===== config.mk =====
export PLATFORM = sky130hd
export DESIGN_NAME = tone_sequencer
export DESIGN_NICKNAME = d
export VERILOG_FILES = /design/src/rtl/tone_sequencer.sv
export SDC_FILE = /design/constraint.sdc
export NUM_CORES = 1
export LEC_CHECK = 0
export CORE_ASPECT_RATIO = 0.5
export CORE_MARGIN = 3
export CORE_UTILIZATION = 40
export CTS_CLUSTER_SIZE = 24
export DETAILED_ROUTE_END_ITERATION = 8
export SETUP_SLACK_MARGIN = 0.5
export SLEW_MARGIN = 5
export SYNTH_ARGS = -nofsm -noshare
export SYNTH_HDL_FRONTEND = slang
export SYNTH_SLANG_ARGS = --single-unit

===== constraint.sdc =====
create_clock -name clk -period 4.2 [get_ports clk]
set_input_delay 0.63 -clock clk [delete_from_list [all_inputs] [get_ports clk]]
set_output_delay 0.63 -clock clk [all_outputs]
set_load 0.05 [all_outputs]

===== src/rtl/tone_sequencer.sv =====
// tone_sequencer: plays a programmable note table as a square wave on beep.
// Define TONE_SEQ_GAP_EN to insert a silent GAP of GAP_TICKS ticks between notes.
module tone_sequencer #(
  parameter int PERIOD_W = 16,
  parameter int DUR_W = 16,
  parameter int DEPTH = 8,
  parameter int TICK_DIV = 1000,
  parameter int GAP_TICKS = 1
) (
  input logic clk,
  input logic reset,
  input logic key1,
  input logic stop,
  input logic loop_mode,
  input logic wr_en,
  input logic [$clog2(DEPTH)-1:0] wr_addr,
  input logic [PERIOD_W-1:0] wr_half_period,
  input logic [DUR_W-1:0] wr_duration,
  input logic wr_last,
  output logic beep,
  output logic ready,
  output logic done,
  output logic [$clog2(DEPTH)-1:0] note_idx,
  output logic led0,
  output logic led1
);
  localparam int IDX_W = $clog2(DEPTH);
  localparam int TICK_W = TICK_DIV > 1 ? $clog2(TICK_DIV) : 1;
  typedef enum logic [1:0] {
    IDLE,
    LOAD,
`ifdef TONE_SEQ_GAP_EN
    PLAY,
    GAP
`else
    PLAY
`endif
  } state_t;
`ifdef TONE_SEQ_GAP_EN
  localparam state_t ADV = GAP;
`else
  localparam state_t ADV = LOAD;
`endif
  logic [PERIOD_W-1:0] tbl_hp [DEPTH];
  logic [DUR_W-1:0] tbl_dur [DEPTH];
  logic tbl_last [DEPTH];
  state_t state, state_n;
  logic key_q, start, tick_wrap, note_end, seq_end, adv, tone_wrap;
  logic beep_r, last_r, led0_r, done_r;
  logic [PERIOD_W-1:0] hp, tone_cnt;
  logic [DUR_W-1:0] rem;
  logic [TICK_W-1:0] tick_cnt;
  logic [IDX_W-1:0] idx;
  assign start = state == IDLE && key1 && !key_q && !stop;
  assign tick_wrap = tick_cnt == TICK_W'(TICK_DIV - 1);
  assign note_end = tick_wrap && rem == DUR_W'(1);
  assign seq_end = last_r || idx == IDX_W'(DEPTH - 1);
  assign adv = state == PLAY && note_end;
  assign tone_wrap = tone_cnt == hp - 1'b1;
  always_comb begin
    state_n = state;
    case (state)
      IDLE: state_n = start ? LOAD : IDLE;
      LOAD: state_n = PLAY;
      PLAY: if (note_end) state_n = !seq_end ? ADV : loop_mode ? LOAD : IDLE;
`ifdef TONE_SEQ_GAP_EN
      GAP: if (note_end) state_n = LOAD;
`endif
      default: state_n = IDLE;
    endcase
    if (stop && state != IDLE) state_n = IDLE;
  end
  // the table survives reset; writes are only honoured while idle
  always_ff @(posedge clk) begin
    if (wr_en && state == IDLE) begin
      tbl_hp[wr_addr] <= wr_half_period;
      tbl_dur[wr_addr] <= wr_duration;
      tbl_last[wr_addr] <= wr_last;
    end
  end
  always_ff @(posedge clk) begin
    if (reset) begin
      state <= IDLE;
      key_q <= 1'b0;
      idx <= '0;
      led0_r <= 1'b0;
      done_r <= 1'b0;
      beep_r <= 1'b0;
      last_r <= 1'b0;
      hp <= '0;
      tone_cnt <= '0;
      tick_cnt <= '0;
      rem <= '0;
    end else begin
      state <= state_n;
      key_q <= key1;
      done_r <= 1'b0;
      if (state == LOAD) begin
        hp <= tbl_hp[idx];
        last_r <= tbl_last[idx];
        rem <= tbl_dur[idx] == '0 ? DUR_W'(1) : tbl_dur[idx];
        tone_cnt <= '0;
        tick_cnt <= '0;
        beep_r <= 1'b0;
      end else if (state != IDLE) begin
        tick_cnt <= tick_wrap ? '0 : tick_cnt + 1'b1;
        rem <= tick_wrap ? rem - 1'b1 : rem;
      end
      if (state == PLAY && hp != '0) begin
        tone_cnt <= tone_wrap ? '0 : tone_cnt + 1'b1;
        beep_r <= beep_r ^ tone_wrap;
      end
      // advancing into a gap reuses the tick/remaining counters for its length
      if (adv && !stop) begin
        led0_r <= led0_r ^ (!seq_end || loop_mode);
        done_r <= seq_end && !loop_mode;
        rem <= DUR_W'(GAP_TICKS);
      end
      idx <= (state_n == IDLE || (adv && seq_end)) ? '0 : adv ? idx + 1'b1 : idx;
    end
  end
  assign beep = beep_r && state == PLAY;
  assign ready = state != IDLE;
  assign done = done_r;
  assign note_idx = idx;
  assign led0 = led0_r;
  assign led1 = ready;
endmodule


==> out/qor.json, run 1 <==
{
  "power": {
    "power_per_cell_area_nw_per_um2": 425,
    "peakVddDrop_mv": 0.274,
    "clock_power_share_pct": 39.4,
    "power_switching_uw": 1480,
    "internal-power_uw": 5300,
    "leakagePower_uw": 0.00495,
    "combinationalPowerShare_pct": 6.1,
    "totalPowerFinal_uw": 6770,
    "power.share.sequential_pct": 54.4,
    "switching_share_pct": 21.8
  },
  "routing": {
    "length_of_the_first_detailed_routing_pass_in_iterations": 4,
    "drt-initial-drc-count": 529,
    "wl_um": 29500,
    "via_per_inst": 5.47,
    "detail-route-antenna-nets": 0,
    "routed_vias": 7893,
    "route.detailed.wl_per_inst_um": 20.4,
    "drcViolationCount": 0
  },
  "cts": {
    "tritoncts.num_buffers": 30,
    "clkTransAtPathRegs_ns": 0.06,
    "clock-sinks": 335,
    "tritoncts": "built",
    "clk_root_buffer_cell": "sky130_fd_sc_hd__clkbuf_16",
    "clk_latency_ns": 0.57,
    "cts_repair_resize_count": 0,
    "clock_path_buffers": 3,
    "cts_htree_levels": 1,
    "hold_buffers": 0,
    "post_cts.repair.setup_buffers": 0
  },
  "setup_path": {
    "setup.worst_path.start_class": "register",
    "crit_path_top_delay_cell": "sky130_fd_sc_hd__clkdlybuf4s50_1",
    "critical-path-max-stage-delay_ns": 0.80,
    "timing.critical_path.depth": 3,
    "timing_worst_setup_path_type": "register to primary output",
    "rr_worst_depth": 11,
    "reg2reg_setup_slack_ns": 1.24,
    "timing.critical_path.required_ns": 3.57,
    "critPathArrivalTime_ns": 2.72,
    "cp-end-kind": "primary output",
    "path_delay_family": "buffers and inverters",
    "cp_cell_sequence": "nor2_1 > clkinv_1 > clkdlybuf4s50_1",
    "path_max_fanout": 9,
    "r2r_end": "tone_cnt[4]",
    "buffers_and_inverters_on_the_worst_path": 2,
    "rr_startpoint": "hp[0]"
  },
  "finish": {
    "areaGrowthSynthToFinish_pct": 15.1,
    "layout_cells_sized_above_1_pct": 16.6,
    "instances_no_fill": 1442,
    "antenna_cells_inserted": 0,
    "finalInstanceArea_um2": 16000,
    "nNetsFinal": 1002
  },
  "floorplan": {
    "i_o_pins": 50,
    "rows": 47,
    "initial_core_util_pct": 41.3,
    "dieWidth_um": 269,
    "floorplan.die_area_um2": 37000,
    "coreArea_um2": 33600,
    "chip_height_um": 138
  },
  "timing": {
    "timing_max_transition_violations_final": 0,
    "final.setup.worst_slack_ns": 0.854,
    "worst_slew_pin_slew_ns": 1.13,
    "period_minus_slack_ns": 3.35,
    "period_share_pct": 79.7,
    "number_of_setup_violations_in_the_final_report": 0,
    "rsz0062_at_grt": "no",
    "fmax_ghz": 0.299,
    "finalHoldViolations": 0,
    "timing.clock.skew_ns": 0.0170,
    "setup-tns-final_ns": 0,
    "worst_slew_margin_rel_pct": 24.5
  },
  "global_routing": {
    "grt_start_max_net_pins": 38,
    "total_track_usage_pct": 16.0,
    "antenna_found_initial": 0,
    "grt_pass1_vias": 7839,
    "grt_overflow": 0,
    "grt_first_pass_wirelength_um": 46100
  },
  "synthesis": {
    "netlist_top_cells_area": "sky130_fd_sc_hd__edfxtp_1 57%, sky130_fd_sc_hd__mux4_2 11%, sky130_fd_sc_hd__dfxtp_1 10%",
    "synth_simple_gate_area_share_pct": 9.29,
    "netlist_instances": 899,
    "synth_edf_count": 264,
    "yosys.area_share.xor_xnor_pct": 2.09,
    "synth_top_family_by_area": "multiplexers",
    "syn-cell-area_um2": 13900,
    "synthAdderAreaFrac_pct": 0.704,
    "syn-num-nets": 948,
    "synth.mux.area_fraction_pct": 13.7,
    "netlist.top_cell.by_area": "sky130_fd_sc_hd__edfxtp_1",
    "synthesized_area_fraction_occupied_by_ao_oa_aoi_and_oai_cells_pct": 4.81,
    "yosys_most_used_dff": "sky130_fd_sc_hd__edfxtp_1",
    "synth_async_sr_flop_share_pct": 0,
    "area_share_of_the_leading_cell_type_in_the_synthesized_netlist_pct": 57.2,
    "sequential_fraction_of_the_synthesis_area_pct": 67.5,
    "post_synthesis_mean_instance_area_um2": 15.4,
    "yosysWarnings": 0,
    "netlist-cell-type-count": 64,
    "ys_ff_latch": 335
  },
  "place": {
    "placement.setup.worst_slack_ns": 1.23,
    "place.gp.congestion": 0.840,
    "place_area_um2": 15000,
    "portBuffers": 49,
    "numPlacedInstances": 1386,
    "dp_hpwl_um": 18300
  },
  "hold_path": {
    "whs_endpoint": "beep_r",
    "min_delay_path_depth": 1,
    "worstHoldStart": "beep_r",
    "worstHoldPathType": "register to register"
  },
  "outcome": {
    "status": "finished, final reports clean"
  },
  "run": {
    "timing.max_cap.violations": 0
  }
}
==> cells in the final DEF, fill, tap and decap left out, drive strengths merged, types with 3 or more instances in the layout <==
cell / instances
edfxtp: 264
nor2: 90
dfxtp: 71
mux4: 66
clkdlybuf4s50: 49
mux2i: 39
clkbuf: 36
nand2: 32
nand3: 31
o21ai: 24
buf: 23
a211oi: 20
a21oi: 19
nor3: 19
xnor2: 18
clkinv: 16
xor2: 15
inv: 15
nand4: 12
nand2b: 9
or3: 8
nor2b: 8
nor4: 8
ha: 7
and3: 5
a31oi: 5
o22ai: 5
nand3b: 5
or4: 5
a221oi: 4
and2: 4
or3b: 4
o221ai: 3
nor4b: 3
nand4b: 3
a22o: 3
==> registers in the layout, summed over array words and instances (netlist names), named ones only <==
signal,flops
beep_r,1
tone_cnt,16
done,1
led0,1
last_r,1
tbl_last,8
state,2
tbl_hp,128
rem,16
tbl_dur,128
tick_cnt,10
note_idx,3
key_q,1
hp,16
==> cells in the mapped netlist, types with 3 or more instances <==
cell type                  count
sky130_fd_sc_hd__nand4b_1      3
sky130_fd_sc_hd__and2_1        4
sky130_fd_sc_hd__mux4_2       66
sky130_fd_sc_hd__nand3_1      31
sky130_fd_sc_hd__xor2_1       15
sky130_fd_sc_hd__nor3_1       18
sky130_fd_sc_hd__xnor2_1      18
sky130_fd_sc_hd__a21oi_1      19
sky130_fd_sc_hd__a31oi_1       5
sky130_fd_sc_hd__nor4_1        7
sky130_fd_sc_hd__ha_1          7
sky130_fd_sc_hd__o221ai_1      3
sky130_fd_sc_hd__o21ai_0      20
sky130_fd_sc_hd__o21ai_1       4
sky130_fd_sc_hd__inv_1        13
sky130_fd_sc_hd__edfxtp_1    264
sky130_fd_sc_hd__a211oi_1     18
sky130_fd_sc_hd__a221oi_1      4
sky130_fd_sc_hd__clkbuf_1     32
sky130_fd_sc_hd__nand2_1      32
sky130_fd_sc_hd__o22ai_1       5
sky130_fd_sc_hd__nand4_1      12
sky130_fd_sc_hd__or4_1         4
sky130_fd_sc_hd__dfxtp_1      71
sky130_fd_sc_hd__a22o_1        3
sky130_fd_sc_hd__or3_1         8
sky130_fd_sc_hd__nor4b_1       3
sky130_fd_sc_hd__and3_1        5
sky130_fd_sc_hd__nand3b_1      5
sky130_fd_sc_hd__nor2b_1       8
sky130_fd_sc_hd__or3b_2        3
sky130_fd_sc_hd__nor2_1       90
sky130_fd_sc_hd__mux2i_1      39
sky130_fd_sc_hd__buf_2         5
sky130_fd_sc_hd__buf_1        10
sky130_fd_sc_hd__nand2b_1      9
==> per-layer routing <==
metal	GRT usage [%]	vias up	share of wire, %
li1	-	3618	-
met1	22.4	4108	47
met2	26.9	133	48
met3	2.77	34	3.8
met4	2.81	0	1.3
met5	0	-	0
==> worst register-to-register path, cell delays in order (launching register included) <==
cell and delay, ns:
sky130_fd_sc_hd__dfxtp_1 0.35, sky130_fd_sc_hd__inv_1 0.07, sky130_fd_sc_hd__ha_1 0.23, sky130_fd_sc_hd__or3b_4 0.43, sky130_fd_sc_hd__nor4_4 0.41, sky130_fd_sc_hd__mux2i_1 0.13, sky130_fd_sc_hd__or3_1 0.39, sky130_fd_sc_hd__a211oi_2 0.21
sky130_fd_sc_hd__a211oi_2 0.10, sky130_fd_sc_hd__buf_4 0.22, sky130_fd_sc_hd__a21o_1 0.18, sky130_fd_sc_hd__a22o_1 0.16
==> layout make-up <==
cell class / count / area, um^2
inverters: 14 / 52.6
clock buffers: 36 / 793
flip-flops and latches: 335 / 9350
fillers: 2888 / 17600
well taps: 465 / 582
clock inverters: 20 / 168
repair buffers: 72 / 688
multi-input cells: 500 / 4320
==> worst max path at each step <==
stage,start,endpoint,slack [ns]
finish,state[1],led1,0.85
global route,state[1],led1,0.72
CTS,state[1],led1,0.85
detailed placement,register,rem[0],1.23
global placement,register,rem[0],1.28
floorplan,state[1],tbl_dur[7][0],1.37
==> cells by family (layout without fill, tap and decap cells) <==
| kind of cell | Yosys count | count (layout) |
|---|---|---|
| xor+xnor | 33 | 33 |
| compound gates | 100 | 100 |
| fa+ha+maj | 8 | 8 |
| buf+inv | 64 | 142 |
| flops | 335 | 335 |
| mux | 107 | 107 |
| simple gates | 252 | 252 |
==> per-stage QoR <==
| stage | hold WS [ns] | util, % |
|---|---|---|
| 2_1_floorplan | 0.429 | - |
| 3_3_place_gp | 0.454 | 44.6 |
| 3_5_place_dp | 0.464 | 44.6 |
| 4_1_cts | 0.472 | 47.5 |
| 5_1_grt | 0.504 | 47.5 |
| 6_report | 0.469 | 47.5 |
==> power by group through the flow <==
stage	clock network (uW)	registers [uW]	logic, uW
floorplan	0	3750	264
global placement	0	3760	405
detailed placement	0	3760	415
CTS	2740	3690	417
global route	2880	3690	463
finish	2670	3690	416
No activity file was read; power rests on OpenSTA's default activity.
==> run 2: changes to the inputs <==
==> constraint.sdc (replaced) <==
create_clock -name clk -period 3 [get_ports clk]
set_input_delay 0.45 -clock clk [delete_from_list [all_inputs] [get_ports clk]]
set_output_delay 0.45 -clock clk [all_outputs]
set_load 0.05 [all_outputs]
==> run 2 against run 1 <==
  * Clock power increased by 46%
  * Worst hold slack improved by 0.0017 ns
  * Design area increased by 5.0%
  * Register-to-register slack got worse by 1.0 ns
  * Via count increased by 1.7%
  * Clock-buffer cell count unchanged
  * Global-route usage increased by 0.40 points
  * Sequential share of layout area decreased by 2.7 points
  * Core utilization increased by 2.4 points
  * Critical path type is now register to register
  * Critical endpoint is now tone_cnt[4]
  * Largest power group unchanged
==> out/qor.json, run 2 (same netlist as run 1, synthesis figures left out) <==
{
  "setup_path": {
    "critical-path-max-stage-delay": {"value": 0.56, "unit": "ns", "change": "was 0.80 ns"},
    "timing.critical_path.required": {"value": 3.45, "unit": "ns", "change": "was 3.57 ns"},
    "cp_cell_sequence": {"value": "or4_4 > nor4_4 > mux2i_1 > or3_4 > a211oi_2 > a211oi_4 > buf_12 > a21o_1 > a22o_1", "change": "was nor2_1 > clkinv_1 > clkdlybuf4s50_1"},
    "r2r_end": {"value": "tone_cnt[4]", "change": "unchanged"},
    "path_max_fanout": {"value": 6, "change": "was 9"},
    "rr_worst_depth": {"value": 9, "change": "was 11"},
    "cp-end-kind": {"value": "register", "change": "was primary output"},
    "crit_path_top_delay_cell": {"value": "sky130_fd_sc_hd__or4_4", "change": "was sky130_fd_sc_hd__clkdlybuf4s50_1"},
    "setup.worst_path.start_class": {"value": "register", "change": "unchanged"},
    "reg2reg_setup_slack": {"value": 0.19, "unit": "ns", "change": "was 1.24 ns"},
    "rr_startpoint": {"value": "hp[4]", "change": "was hp[0]"},
    "timing_worst_setup_path_type": {"value": "register to register", "change": "was register to primary output"},
    "critPathArrivalTime": {"value": 3.26, "unit": "ns", "change": "was 2.72 ns"}
  },
  "place": {
    "place_area": {"value": 15200, "unit": "um^2", "change": "was 15000 um^2"},
    "portBuffers": {"value": 49, "change": "unchanged"},
    "place.gp.congestion": {"value": 0.842, "change": "was 0.840"},
    "dp_hpwl": {"value": 17700, "unit": "um", "change": "was 18300 um"}
  },
  "timing": {
    "setup-tns-final": {"value": 0, "unit": "ns", "change": "unchanged"},
    "worst_slew_pin_slew": {"value": 0.581, "unit": "ns", "change": "was 1.13 ns"},
    "timing.clock.skew": {"value": 0.0136, "unit": "ns", "change": "was 0.0170 ns"},
    "number_of_setup_violations_in_the_final_report": {"value": 0, "change": "unchanged"},
    "timing_max_transition_violations_final": {"value": 0, "change": "unchanged"},
    "period_share_pct": 93.6,
    "fmax_ghz": 0.356,
    "finalHoldViolations": {"value": 0, "change": "unchanged"},
    "rsz0062_at_grt": {"value": "yes", "change": "was no"},
    "period_minus_slack_ns": 2.81,
    "worst_slew_margin_rel": {"value": 61.2, "unit": "%", "change": "was 24.5%"}
  },
  "finish": {
    "layout_cells_sized_above_1": {"value": 24.8, "unit": "%", "change": "was 16.6%"},
    "finalInstanceArea": {"value": 16800, "unit": "um^2", "change": "was 16000 um^2"},
    "mostFrequentLayoutCells": {"value": "264 x sky130_fd_sc_hd__edfxtp_1, 81 x sky130_fd_sc_hd__nor2_1, 66 x sky130_fd_sc_hd__mux4_2", "change": "was 264 x sky130_fd_sc_hd__edfxtp_1, 84 x sky130_fd_sc_hd__nor2_1, 69 x sky130_fd_sc_hd__dfxtp_1"},
    "areaGrowthSynthToFinish": {"value": 20.9, "unit": "%", "change": "was 15.1%"},
    "layout_commonest_cell": {"value": "sky130_fd_sc_hd__edfxtp_1", "change": "unchanged"},
    "nNetsFinal": {"value": 1034, "change": "was 1002"},
    "antenna_cells_inserted": {"value": 0, "change": "unchanged"},
    "largest_registers": {"value": "tbl_dur (128), tbl_hp (128)", "change": "unchanged"}
  },
  "global_routing": {
    "grt_start_max_net_pins": {"value": 37, "change": "was 38"},
    "antenna_found_initial": {"value": 0, "change": "unchanged"},
    "grt_overflow": {"value": 0, "change": "unchanged"},
    "grt_pass1_vias": {"value": 8176, "change": "was 7839"},
    "grt_first_pass_wirelength": {"value": 47200, "unit": "um", "change": "was 46100 um"},
    "total_track_usage": {"value": 16.4, "unit": "%", "change": "was 16.0%"}
  },
  "floorplan": {
    "floorplan.die_area": {"value": 37000, "unit": "um^2", "change": "unchanged"},
    "dieWidth": {"value": 269, "unit": "um", "change": "unchanged"},
    "rows": {"value": 47, "change": "unchanged"},
    "chip_height": {"value": 138, "unit": "um", "change": "unchanged"},
    "i_o_pins": {"value": 50, "change": "unchanged"},
    "initial_core_util": {"value": 41.3, "unit": "%", "change": "unchanged"},
    "coreArea": {"value": 33600, "unit": "um^2", "change": "unchanged"}
  },
  "power": {
    "peakVddDrop": {"value": 0.386, "unit": "mV", "change": "was 0.274 mV"},
    "power_per_cell_area": {"value": 580, "unit": "nW/um^2", "change": "was 425 nW/um^2"},
    "leakagePower": {"value": 0.00527, "unit": "uW", "change": "was 0.00495 uW"}
  },
  "cts": {
    "clk_root_buffer_cell": {"value": "sky130_fd_sc_hd__clkbuf_16", "change": "unchanged"},
    "tritoncts.num_buffers": {"value": 29, "change": "was 30"},
    "clkTransAtPathRegs": {"value": 0.07, "unit": "ns", "change": "was 0.06 ns"},
    "hold_buffers": {"value": 0, "change": "unchanged"},
    "cts_htree_levels": {"value": 1, "change": "unchanged"},
    "clk_latency": {"value": 0.57, "unit": "ns", "change": "about the same"},
    "clock_path_buffers": {"value": 3, "change": "unchanged"},
    "tritoncts": {"value": "built", "change": "unchanged"},
    "clock-sinks": {"value": 335, "change": "unchanged"}
  },
  "routing": {
    "drt-initial-drc-count": {"value": 707, "change": "was 529"},
    "via_per_inst": {"value": 5.46, "change": "was 5.47"},
    "wl": {"value": 30400, "unit": "um", "change": "was 29500 um"},
    "routed_vias": {"value": 8029, "change": "was 7893"},
    "detail-route-antenna-nets": {"value": 0, "change": "unchanged"},
    "length_of_the_first_detailed_routing_pass_in_iterations": {"value": 5, "change": "was 4"},
    "drcViolationCount": {"value": 0, "change": "unchanged"},
    "route.detailed.wl_per_inst": {"value": 20.7, "unit": "um", "change": "was 20.4 um"}
  },
  "hold_path": {
    "whs_endpoint": {"value": "beep_r", "change": "unchanged"},
    "worstHoldStart": {"value": "beep_r", "change": "unchanged"},
    "min_delay_path_depth": {"value": 1, "change": "unchanged"},
    "worstHoldPathType": {"value": "register to register", "change": "unchanged"}
  },
  "run": {
    "timing.max_cap.violations": {"value": 0, "change": "unchanged"}
  },
  "outcome": {
    "status": {"value": "finished, final reports clean", "change": "unchanged"}
  }
}
==> run 2: changes by cell type in the layout (fill, tap and decap cells not counted), sizes merged <==
cell,previous run,this run
buf,23,56
bufinv,2,5
clkbuf,36,38
clkdlybuf4s50,49,44
clkinv,16,9
clkinvlp,1,2
dlygate4sd2,0,3
inv,15,14
==> run 2: report_power, final <==
part	total [uW]	internal (uW)	leakage [uW]	switching [uW]
combinational	671	293	0.00182	378
sequential	5160	5110	0.00297	50.5
clock	3890	2250	0.000475	1640
total	9720	7650	0.00527	2070
==> run 2: stage by stage <==
step	power (uW)	cells	hold WS [ns]	utilization, %	worst slack [ns]
CTS	9770	1459	0.475	49.1	0.175
global route	10100	1471	0.478	49.9	0.0572
finish	9720	1471	0.470	49.9	0.192
floorplan	5620	899	0.429	-	0.166
global placement	5840	1396	0.448	45.2	0.230
detailed placement	5860	1396	0.464	45.2	0.166
==> run 2: routing by layer <==
metal  vias up  share of wire, %  global-route usage [%]
met3        67               3.7                    2.64
met1      4124                45                    21.6
met4         0               2.6                    4.44
met5         -                 0                       0
li1       3679                 -                       -
met2       159                49                    28.7
==> run 2: layout make-up <==
class	instances	area, um^2
Clock inverter	16	206
Timing Repair Buffer	105	1140
Sequential cell	335	9360
Tap cell	465	582
Inverter	14	52.6
Fill cell	2782	16800
Multi-Input combinational cell	500	4630
Clock buffer	36	772
==> run 2: critical path, delay by kind of cell, from the launching register on <==
| kind | cells | cell delay, ns |
|---|---|---|
| simple gates | 3 | 1.30 |
| flops | 1 | 0.32 |
| buf+inv | 1 | 0.17 |
| compound gates | 4 | 0.76 |
| mux | 1 | 0.14 |
==> run 2: worst max path at each step <==
stage	from	end	slack (ns)	cells after the start
global placement	hp[1]	tone_cnt[4]	0.23	11
floorplan	state[1]	tbl_dur[7][0]	0.17	4
detailed placement	hp[1]	tone_cnt[4]	0.17	11
finish	hp[4]	tone_cnt[4]	0.19	9
global route	hp[0]	tone_cnt[4]	0.06	10
CTS	hp[0]	tone_cnt[7]	0.17	12
==> run 2: repair_timing <==
| action | in CTS | in global routing |
|---|---|---|
| gates resized for setup | 40 | 48 |
| endpoints found under the hold margin | 0 | 0 |
| setup endpoints to repair | 44 | 41 |
| buffers inserted | 6 | 11 |
| pin swaps | 4 | 10 |
| cloned | 5 | 1 |
==> run 3: changes to the inputs <==
--- a/config.mk
+++ b/config.mk
@@ -6,7 +6,6 @@
 export NUM_CORES = 1
 export LEC_CHECK = 0
 export CORE_ASPECT_RATIO = 0.5
-export CORE_MARGIN = 3
 export CORE_UTILIZATION = 40
 export CTS_CLUSTER_SIZE = 24
 export DETAILED_ROUTE_END_ITERATION = 8
==> run 3 against run 2 <==
  * Wire length fell by 1.6%
  * Sequential share of layout area fell by 0.25 points
  * Sequential cell count did not move
  * Critical path type unchanged
==> out/qor.json, run 3 (same netlist as run 1, synthesis figures left out) <==
{
  "outcome": {
    "status": {"value": "finished, final reports clean", "change": "unchanged"}
  },
  "finish": {
    "largest_registers": {"value": "tbl_dur (128), tbl_hp (128)", "change": "unchanged"},
    "layout_cells_sized_above_1": {"value": 24.4, "unit": "%", "change": "was 24.8%"},
    "layout_commonest_cell": {"value": "sky130_fd_sc_hd__edfxtp_1", "change": "unchanged"},
    "nNetsFinal": {"value": 1038, "change": "was 1034"},
    "area.sequential": {"value": 9360, "unit": "um^2", "change": "about the same"},
    "areaGrowthSynthToFinish": {"value": 21.4, "unit": "%", "change": "was 20.9%"},
    "instances_no_fill": {"value": 1476, "change": "was 1471"},
    "mostFrequentLayoutCells": {"value": "264 x sky130_fd_sc_hd__edfxtp_1, 82 x sky130_fd_sc_hd__nor2_1, 66 x sky130_fd_sc_hd__mux4_2, 66 x sky130_fd_sc_hd__dfxtp_1, 44 x sky130_fd_sc_hd__clkdlybuf4s50_1", "change": "was 264 x sky130_fd_sc_hd__edfxtp_1, 81 x sky130_fd_sc_hd__nor2_1, 66 x sky130_fd_sc_hd__mux4_2"},
    "antenna_cells_inserted": {"value": 0, "change": "unchanged"},
    "num-fill-cells": {"value": 2816, "change": "was 2782"},
    "area_taken_by_multi_input_logic_gates": {"value": 4680, "unit": "um^2", "change": "was 4630 um^2"}
  },
  "routing": {
    "route.detailed.wl_per_inst": {"value": 20.3, "unit": "um", "change": "was 20.7 um"},
    "detail-route-antenna-nets": {"value": 0, "change": "unchanged"},
    "drt-initial-drc-count": {"value": 706, "change": "was 707"},
    "routed_vias": {"value": 8008, "change": "was 8029"},
    "wl": {"value": 29900, "unit": "um", "change": "was 30400 um"},
    "drcViolationCount": {"value": 0, "change": "unchanged"},
    "via_per_inst": {"value": 5.43, "change": "was 5.46"},
    "length_of_the_first_detailed_routing_pass_in_iterations": {"value": 4, "change": "was 5"}
  },
  "timing": {
    "rsz0062_at_grt": {"value": "yes", "change": "unchanged"},
    "number_of_setup_violations_in_the_final_report": {"value": 0, "change": "unchanged"},
    "period_share": {"value": 95.0, "unit": "%", "change": "was 93.6%"},
    "timing_max_transition_violations_final": {"value": 0, "change": "unchanged"},
    "holdWs": {"value": 0.475, "unit": "ns", "change": "was 0.470 ns"},
    "finalHoldViolations": {"value": 0, "change": "unchanged"},
    "fmax": {"value": 0.351, "unit": "GHz", "change": "was 0.356 GHz"},
    "period_minus_slack": {"value": 2.85, "unit": "ns", "change": "was 2.81 ns"},
    "final.setup.worst_slack": {"value": 0.151, "unit": "ns", "change": "was 0.192 ns"},
    "worst_slew_margin_rel": {"value": 62.0, "unit": "%", "change": "was 61.2%"},
    "timing.clock.skew": {"value": 0.0235, "unit": "ns", "change": "was 0.0136 ns"},
    "worst_slew_pin_slew": {"value": 0.568, "unit": "ns", "change": "was 0.581 ns"},
    "setup-tns-final": {"value": 0, "unit": "ns", "change": "unchanged"}
  },
  "floorplan": {
    "floorplan.die_area": {"value": 35400, "unit": "um^2", "change": "was 37000 um^2"},
    "rows": {"value": 47, "change": "unchanged"},
    "i_o_pins": {"value": 50, "change": "unchanged"},
    "chip_height": {"value": 134, "unit": "um", "change": "was 138 um"},
    "initial_core_util": {"value": 41.3, "unit": "%", "change": "unchanged"},
    "dieWidth": {"value": 265, "unit": "um", "change": "was 269 um"},
    "coreArea": {"value": 33600, "unit": "um^2", "change": "unchanged"}
  },
  "global_routing": {
    "total_track_usage": {"value": 16.9, "unit": "%", "change": "was 16.4%"},
    "grt_pass1_vias": {"value": 8042, "change": "was 8176"},
    "antenna_found_initial": {"value": 0, "change": "unchanged"},
    "met3_usage": {"value": 2.50, "unit": "%", "change": "was 2.64%"},
    "grt_first_pass_wirelength": {"value": 46300, "unit": "um", "change": "was 47200 um"},
    "grt_met2_use": {"value": 28.8, "unit": "%", "change": "was 28.7%"},
    "global_route_met1_utilization": {"value": 23.4, "unit": "%", "change": "was 21.6%"},
    "grt_overflow": {"value": 0, "change": "unchanged"},
    "grt_start_max_net_pins": {"value": 36, "change": "was 37"},
    "top_usage_layer": {"value": "met2", "change": "unchanged"}
  },
  "setup_path": {
    "crit_path_top_delay_cell": {"value": "sky130_fd_sc_hd__nor3_1", "change": "was sky130_fd_sc_hd__or4_4"},
    "critPathArrivalTime": {"value": 3.30, "unit": "ns", "change": "was 3.26 ns"},
    "cp_cell_sequence": {"value": "buf_6 > buf_4 > or3_1 > xnor2_1 > nor3_1 > o2111ai_4 > a211oi_4 > a211oi_4 > buf_12 > buf_8 > a21oi_2 > mux2i_1", "change": "was or4_4 > nor4_4 > mux2i_1 > or3_4 > a211oi_2 > a211oi_4 > buf_12 > a21o_1 > a22o_1"},
    "crit_path_frequent_cell": "sky130_fd_sc_hd__a211oi_4",
    "timing_worst_setup_path_type": {"value": "register to register", "change": "unchanged"},
    "setup.worst_path.start_class": {"value": "register", "change": "unchanged"},
    "cp-end-kind": {"value": "register", "change": "unchanged"},
    "timing.critical_path.required": {"value": 3.45, "unit": "ns", "change": "about the same"},
    "path_max_fanout": {"value": 5, "change": "was 6"},
    "critical-path-max-stage-delay": {"value": 0.45, "unit": "ns", "change": "was 0.56 ns"}
  },
  "power": {
    "totalPowerFinal": {"value": 9600, "unit": "uW", "change": "was 9720 uW"},
    "peakVddDrop": {"value": 0.434, "unit": "mV", "change": "was 0.386 mV"},
    "leakagePower": {"value": 0.00528, "unit": "uW", "change": "was 0.00527 uW"},
    "power_per_cell_area": {"value": 571, "unit": "nW/um^2", "change": "was 580 nW/um^2"}
  },
  "place": {
    "numPlacedInstances": {"value": 1394, "change": "was 1396"},
    "place.gp.congestion": {"value": 0.850, "change": "was 0.842"},
    "portBuffers": {"value": 49, "change": "unchanged"},
    "placement.setup.worst_slack": {"value": 0.119, "unit": "ns", "change": "was 0.166 ns"},
    "dp_hpwl": {"value": 17500, "unit": "um", "change": "was 17700 um"}
  },
  "cts": {
    "clkTransAtPathRegs": {"value": 0.07, "unit": "ns", "change": "about the same"},
    "clk_root_buffer_cell": {"value": "sky130_fd_sc_hd__clkbuf_16", "change": "unchanged"},
    "tritoncts.num_buffers": {"value": 31, "change": "was 29"},
    "clock-sinks": {"value": 335, "change": "unchanged"},
    "cts_htree_levels": {"value": 1, "change": "unchanged"},
    "clk_latency": {"value": 0.57, "unit": "ns", "change": "about the same"},
    "clock_path_buffers": {"value": 3, "change": "unchanged"},
    "tritoncts": {"value": "built", "change": "unchanged"}
  },
  "run": {
    "timing.max_cap.violations": {"value": 0, "change": "unchanged"}
  },
  "hold_path": {
    "worstHoldPathType": {"value": "register to register", "change": "unchanged"}
  }
}
run 3: changes by cell type in the layout (fill, tap and decap cells not counted), sizes merged:
cell	change
clkdlybuf4s15	+1
clkinvlp	+1
buf	-1
inv	-1
clkbuf	+8
bufinv	-3
run 3: worst paths after layout:
path	startpoint	endpoint	slack (ns)	cells after the start
worst max-delay path	hp[0]	tone_cnt[9]	0.15	12
worst min-delay path	rem[11]	rem[11]	0.47	2
worst max register to register	hp[0]	tone_cnt[9]	0.15	12
worst min register to register	rem[11]	rem[11]	0.47	2
run 3: routing by layer:
layer	up-vias	part of all wire, %
met5	-	0
met4	0	1.6
met3	34	3.7
met2	159	49
met1	4116	45
li1	3699	-
run 3: stage by stage:
step / area [um^2] / util (%)
6_report: 16800 / 50.1
5_1_grt: 16800 / 50.1
4_1_cts: 16400 / 48.9
3_5_place_dp: 15200 / 45.3
3_3_place_gp: 15200 / 45.3
2_1_floorplan: 13900 / -
run 3: critical path: cells and delay by family, from the launching register on:
family,cells,cell delay (ns)
multiplexers,1,0.07
buffers and inverters,4,0.53
XOR/XNOR,1,0.16
flip-flops,1,0.33
AO/OA/AOI/OAI,4,0.75
AND/OR/NAND/NOR,2,0.89
run 3: what timing repair did:
item,CTS,global route
resized for setup,44,46
pin swaps,8,11
cloned,1,6
hold endpoints to repair,0,0
buffers inserted,12,8
setup endpoints to repair,44,41
hold buffers,0,0
run 3: layout make-up:
type | instances | share of cell area, %
multi-input cells | 500 | 27.8
flip-flops and latches | 335 | 55.6
inverters | 14 | 0.312
clock buffers | 42 | 4.98
repair buffers | 107 | 7.06
well taps | 465 | 3.46
clock inverters | 13 | 0.707
run 3: where the power goes:
part	total, uW	leakage, uW	switching (uW)	internal [uW]
Clock	3760	0.000458	1640	2110
Sequential	5160	0.00297	49.4	5110
Combinational	686	0.00185	390	296
